<file path="src/rtl/bcd_seg_pkg.sv">
// Shared definitions for the 4-digit multiplexed BCD 7-segment display.
//   scan_state_t : scan FSM states (BLANK = all anodes off, DRIVE = one digit lit)
//   SEG_*        : active-low segment patterns, bit order {g,f,e,d,c,b,a}
//   AN_OFF       : all anodes off (active-low)
//   is_bcd       : true when a nibble is a legal BCD digit (0-9)
//   anode_sel    : active-low one-cold anode vector for a digit index
package bcd_seg_pkg;

    typedef enum logic {
        ST_BLANK = 1'b0,
        ST_DRIVE = 1'b1
    } scan_state_t;

    localparam logic [6:0] SEG_0     = 7'b1000000;
    localparam logic [6:0] SEG_1     = 7'b1111001;
    localparam logic [6:0] SEG_2     = 7'b0100100;
    localparam logic [6:0] SEG_3     = 7'b0110000;
    localparam logic [6:0] SEG_4     = 7'b0011001;
    localparam logic [6:0] SEG_5     = 7'b0010010;
    localparam logic [6:0] SEG_6     = 7'b0000010;
    localparam logic [6:0] SEG_7     = 7'b1111000;
    localparam logic [6:0] SEG_8     = 7'b0000000;
    localparam logic [6:0] SEG_9     = 7'b0010000;
    localparam logic [6:0] SEG_E     = 7'b0000110;
    localparam logic [6:0] SEG_BLANK = 7'b1111111;

    localparam logic [3:0] AN_OFF    = 4'b1111;

    function automatic logic is_bcd(input logic [3:0] v);
        return (v <= 4'd9);
    endfunction

    function automatic logic [3:0] anode_sel(input logic [1:0] idx);
        return ~(4'b0001 << idx);
    endfunction

endpackage

</file>
<file path="src/rtl/bcd_to_seg7.sv">
// Combinational BCD to 7-segment decoder.
//   digit : 4-bit value; 0-9 decode to numerals, 10-15 decode to "E"
//   seg   : active-low segments {g,f,e,d,c,b,a}
module bcd_to_seg7
    import bcd_seg_pkg::*;
(
    input  logic [3:0] digit,
    output logic [6:0] seg
);

    always_comb begin
        seg = SEG_E;
        case (digit)
            4'd0:    seg = SEG_0;
            4'd1:    seg = SEG_1;
            4'd2:    seg = SEG_2;
            4'd3:    seg = SEG_3;
            4'd4:    seg = SEG_4;
            4'd5:    seg = SEG_5;
            4'd6:    seg = SEG_6;
            4'd7:    seg = SEG_7;
            4'd8:    seg = SEG_8;
            4'd9:    seg = SEG_9;
            default: seg = SEG_E;
        endcase
    end

endmodule

</file>
<file path="src/rtl/bcd_seg_scan4.sv">
// Four-digit multiplexed 7-segment driver for the output of a 4-digit BCD adder.
// Each digit is lit for CLK_DIV cycles, separated by BLANK_CYC cycles with all
// anodes off to avoid ghosting. New adder results are captured on in_valid into
// holding registers and only reach the display at the start of a DRIVE phase.
// Optional feature: define SEG_LZB_EN for leading-zero blanking.
//   clk      : clock, rising edge
//   rst      : synchronous active-high reset
//   in_valid : capture strobe for d1..d4 and co
//   d1..d4   : BCD digits, d1 least significant
//   co       : decimal carry-out, shown on the decimal point of digit 4
//   an       : active-low anodes, an[k] selects digit d(k+1)
//   seg      : active-low segments {g,f,e,d,c,b,a}
//   dp       : active-low decimal point (overflow indicator)
//   bcd_err  : sticky flag, a captured digit was greater than 9
module bcd_seg_scan4
    import bcd_seg_pkg::*;
#(
    parameter int CLK_DIV   = 50000,
    parameter int BLANK_CYC = 16
) (
    input  logic       clk,
    input  logic       rst,
    input  logic       in_valid,
    input  logic [3:0] d1,
    input  logic [3:0] d2,
    input  logic [3:0] d3,
    input  logic [3:0] d4,
    input  logic       co,
    output logic [3:0] an,
    output logic [6:0] seg,
    output logic       dp,
    output logic       bcd_err
);

    localparam int CNT_MAX = (CLK_DIV > BLANK_CYC) ? CLK_DIV : BLANK_CYC;
    localparam int CNT_W   = (CNT_MAX > 1) ? $clog2(CNT_MAX) : 1;

    localparam logic [CNT_W-1:0] BLANK_LAST = CNT_W'(BLANK_CYC - 1);
    localparam logic [CNT_W-1:0] DRIVE_LAST = CNT_W'(CLK_DIV - 1);

    scan_state_t      state, state_next;
    logic [CNT_W-1:0] cnt, cnt_next;
    logic [1:0]       idx, idx_next;
    logic             load_disp;

    logic [3:0][3:0]  hold_dig;
    logic             hold_co;
    logic [3:0][3:0]  disp_dig;
    logic             disp_co;

    logic [3:0]       cur_digit;
    logic [6:0]       cur_seg;
    logic             suppress;
    logic             any_bad;

    logic [3:0]       an_next;
    logic [6:0]       seg_next;
    logic             dp_next;

    // Scan FSM: state, phase counter and digit index.
    always_ff @(posedge clk) begin
        if (rst) begin
            state <= ST_BLANK;
            cnt   <= '0;
            idx   <= '0;
        end else begin
            state <= state_next;
            cnt   <= cnt_next;
            idx   <= idx_next;
        end
    end

    always_comb begin
        state_next = state;
        cnt_next   = cnt + 1'b1;
        idx_next   = idx;
        load_disp  = 1'b0;
        case (state)
            ST_BLANK: begin
                if (cnt == BLANK_LAST) begin
                    state_next = ST_DRIVE;
                    cnt_next   = '0;
                    load_disp  = 1'b1;
                end
            end
            ST_DRIVE: begin
                if (cnt == DRIVE_LAST) begin
                    state_next = ST_BLANK;
                    cnt_next   = '0;
                    idx_next   = idx + 2'd1;
                end
            end
            default: begin
                state_next = ST_BLANK;
                cnt_next   = '0;
            end
        endcase
    end

    assign any_bad = !is_bcd(d1) || !is_bcd(d2) || !is_bcd(d3) || !is_bcd(d4);

    // Holding registers follow in_valid; the display copy is taken only when a
    // DRIVE phase begins (using the pre-capture holding value on that edge), so
    // a lit digit never changes pattern.
    always_ff @(posedge clk) begin
        if (rst) begin
            hold_dig <= '0;
            hold_co  <= 1'b0;
            disp_dig <= '0;
            disp_co  <= 1'b0;
            bcd_err  <= 1'b0;
        end else begin
            if (load_disp) begin
                disp_dig <= hold_dig;
                disp_co  <= hold_co;
            end
            if (in_valid) begin
                hold_dig <= {d4, d3, d2, d1};
                hold_co  <= co;
                if (any_bad) begin
                    bcd_err <= 1'b1;
                end
            end
        end
    end

    assign cur_digit = disp_dig[idx];

    bcd_to_seg7 u_dec (
        .digit (cur_digit),
        .seg   (cur_seg)
    );

`ifdef SEG_LZB_EN
    // zero_from[k]: digit k and every more significant digit are zero.
    // Index 0 is never blanked so a zero result still shows "0".
    logic [3:0] zero_from;

    always_comb begin
        zero_from    = '0;
        zero_from[3] = (disp_dig[3] == 4'd0);
        zero_from[2] = zero_from[3] && (disp_dig[2] == 4'd0);
        zero_from[1] = zero_from[2] && (disp_dig[1] == 4'd0);
        zero_from[0] = 1'b0;
    end

    assign suppress = zero_from[idx];
`else
    assign suppress = 1'b0;
`endif

    always_comb begin
        an_next  = AN_OFF;
        seg_next = SEG_BLANK;
        dp_next  = 1'b1;
        if (state == ST_DRIVE) begin
            if (!suppress) begin
                an_next  = anode_sel(idx);
                seg_next = cur_seg;
            end
            dp_next = !((idx == 2'd3) && disp_co);
        end
    end

    // Registered outputs: they show the FSM state one cycle after it changes.
    always_ff @(posedge clk) begin
        if (rst) begin
            an  <= AN_OFF;
            seg <= SEG_BLANK;
            dp  <= 1'b1;
        end else begin
            an  <= an_next;
            seg <= seg_next;
            dp  <= dp_next;
        end
    end

endmodule

</file>
<file path="config.mk">
export PLATFORM = sky130hd
export DESIGN_NAME = bcd_seg_scan4
export DESIGN_NICKNAME = d
export VERILOG_FILES = /design/src/rtl/bcd_seg_pkg.sv /design/src/rtl/bcd_to_seg7.sv /design/src/rtl/bcd_seg_scan4.sv
export SDC_FILE = /design/constraint.sdc
export NUM_CORES = 1
export LEC_CHECK = 0
export CAP_MARGIN = 10
export CORE_ASPECT_RATIO = 0.5
export CORE_MARGIN = 4
export CORE_UTILIZATION = 35
export DETAILED_ROUTE_END_ITERATION = 12
export GPL_TIMING_DRIVEN = 0
export HOLD_SLACK_MARGIN = 0.02
export SYNTH_ARGS = -nofsm -noshare
export SYNTH_HDL_FRONTEND = slang
export SYNTH_SLANG_ARGS = --single-unit
</file>
<file path="constraint.sdc">
create_clock -name clk -period 2 [get_ports clk]
set_input_delay 0.4 -clock clk [delete_from_list [all_inputs] [get_ports clk]]
set_output_delay 0.4 -clock clk [all_outputs]
set_load 0.03 [all_outputs]
</file>
==> flow_summary.ini <==
[clock_network]
cts.clk_slew.worst_paths_ns = 0.06
cts_tree = yes
cts_made_buffers = 9
h-tree-depth = 3
root_buffer = clkbuf_16
clkSinkCount = 66
cts_hold_buf = 0
insertion_delay_ns = 0.33
clock_path_buffers = 2

[drt]
dr.pass1.iters = 4
dr_total_vias = 2010
via_per_inst = 4.832
routed_wl_um = 5633
post_drt_wl_per_cell_um = 13.54
drt-initial-drc-count = 113
final_antenna_net_count = 0
drcViolationCount = 0

[die]
start_util = 0.3672
die_w_um = 133.1
die_h_um = 70.55
ios = 33
dieArea_um2 = 9390
num_rows = 22
coreArea_um2 = 7460

[placement]
portBuffers = 30
place_ws_ns = -0.08397
gp_congestion = 0.8793
dpl_cell_area_um2 = 3174
dpl.cell_count = 396
hpwl_um = 4006

[synth]
yosysSeqAreaShare = 0.4824
syn-instance-count = 258
async_flop_share = 0
avgSynthCellArea_um2 = 10.62
yosysWarnings = 0
synth_seq_cells = 66
ys.flop_type = dfxtp_1
syn_nets = 288
synth_edf_count = 0
synth.cell_area_um2 = 2739
synth.distinct_cells = 40

[sta]
hold_violations = 0
fin_skew_ns = 0.006997
post-route-min-period_ns = 1.885
rsz0062_at_grt = no
worst_slack_ns = 0.1152
finalMaxSlewViolations = 0
finalSetupViolCount = 0
fin_crit_sh = 0.9424
fmax_mhz = 530.6
relSlewSlack = 0.6473
tightest_slew_ns = 0.5291

[global_routing]
grt_pass1_wl_um = 9239
grt_max_degree = 12
overflow = 0
track_usage = 0.1252
grt_pass1_vias = 1978
antenna_found_initial = 0

[critical_path]
start_kind = flop
end_kind = flop
cp_max_fo = 10
crit_type = flop to flop
worstPathRequired_ns = 2.22
worstRegToRegCells = 6
arrival_ns = 2.10

[run]
max_cap_violations = 0

[finish]
stdcell_count = 416
area_growth_pct = 27.87
drive_gt1_frac = 0.1818
nets = 333
antennaDiodeCount = 0
fill_cells = 698
stdcell_area_um2 = 3502

[power_and_ir_drop]
peakVddDrop_mv = 0.4691
power_density_nw_per_um2 = 828.5
leakage_nw = 1.321

[min_path]
min_path_type = flop to flop
worst_hold_path.num_cells = 1

[outcome]
status = finished clean
-- state kept, by name (all words and copies together), names as in the netlist --
name,flops
disp_dig,16
bcd_err,1
hold_co,1
seg,7
disp_co,1
idx,2
an,4
hold_dig,16
dp,1
state,1
cnt,16
-- per-stage QoR --
stage,TNS (ns),hold slack (ns),util,power [mW]
floorplan,0,0.3681,-,1.455
global placement,-0.01658,0.3833,0.4255,1.515
detailed placement,-0.09424,0.3779,0.4255,1.518
CTS,0,0.3922,0.4634,2.937
global route,0,0.4258,0.4695,3.021
finish,0,0.3921,0.4695,2.901
-- layer usage --
layer	GRT usage	part of all wire
met3	0.04901	0.055
met1	0.1548	0.47
met4	0.06385	0.020
met2	0.1916	0.45
met5	0	0
-- layout make-up --
type,count,area [um^2],share of cell area
multi-input combinational,171,1333,0.3805
sequential,66,1323,0.3776
timing repair buffer,34,330.3,0.09432
clock buffer,11,242.7,0.06931
tap,108,135.1,0.03859
buffer,14,82.58,0.02358
clock inverter,5,30.03,0.008574
inverter,7,26.28,0.007503
-- cell usage after synthesis, types with 6 or more instances --
cell type | instances | area [um^2]
nand3_1 | 8 | 40.04
nor3_1 | 16 | 80.08
nand4_1 | 9 | 56.30
a22o_1 | 7 | 61.31
xnor2_1 | 6 | 52.55
dfxtp_1 | 66 | 1321
ha_1 | 10 | 125.1
nand2_1 | 8 | 30.03
o21ai_0 | 11 | 55.05
inv_1 | 7 | 26.28
buf_2 | 7 | 35.03
nor2_1 | 21 | 78.83
a22o_2 | 10 | 100.1
xor2_1 | 7 | 61.31
mux2i_1 | 18 | 180.2
a21oi_1 | 8 | 40.04
-- path summary, 6_finish.rpt --
kind	start	endpoint	slack, ns
hold / removal	disp_co	dp	0.39
setup / recovery	cnt[0]	disp_dig[3]	0.12
setup reg to reg	cnt[0]	disp_dig[3]	0.12
hold reg to reg	disp_co	dp	0.39
-- power by group --
part,internal (mW),switching (mW)
logic,0.0710,0.0605
clock network,0.864,0.543
registers,1.34,0.0196
-- cells in the final DEF (no fill, tap or decap), types with 9 or more instances in the layout --
master	n
o21ai_0	10
clkdlybuf4s50_1	30
nand4_1	9
nor3_1	16
nor2_1	21
mux2i_1	18
ha_1	9
clkbuf_16	9
a22o_2	10
dfxtp_1	65
-- logic make-up (layout without fill, tap and decap cells) --
| group | Yosys count | count (layout) | synth area share |
|---|---|---|---|
| buffers and inverters | 21 | 71 | 0.03746 |
| flip-flops | 66 | 66 | 0.4824 |
| XOR/XNOR | 13 | 13 | 0.04157 |
| adder cells (fa/ha/maj) | 10 | 10 | 0.04568 |
| multiplexers | 22 | 22 | 0.09868 |
| AND/OR/NAND/NOR | 82 | 82 | 0.1731 |
| AO/OA/AOI/OAI | 44 | 44 | 0.1211 |
-- critical path, stage by stage, from the launching register on --
cell,delay [ns]
dfxtp_1,0.43
ha_2,0.28
and3_1,0.24
and3_4,0.23
a31oi_4,0.15
buf_6,0.19
a22o_2,0.25
-- repair_timing --
item	CTS	global route
setup endpoints to repair	4	25
hold endpoints to repair	0	0
setup buffers	1	3
gates resized for setup	1	7
pin swaps	0	2
(Power assumes the default switching activity.)
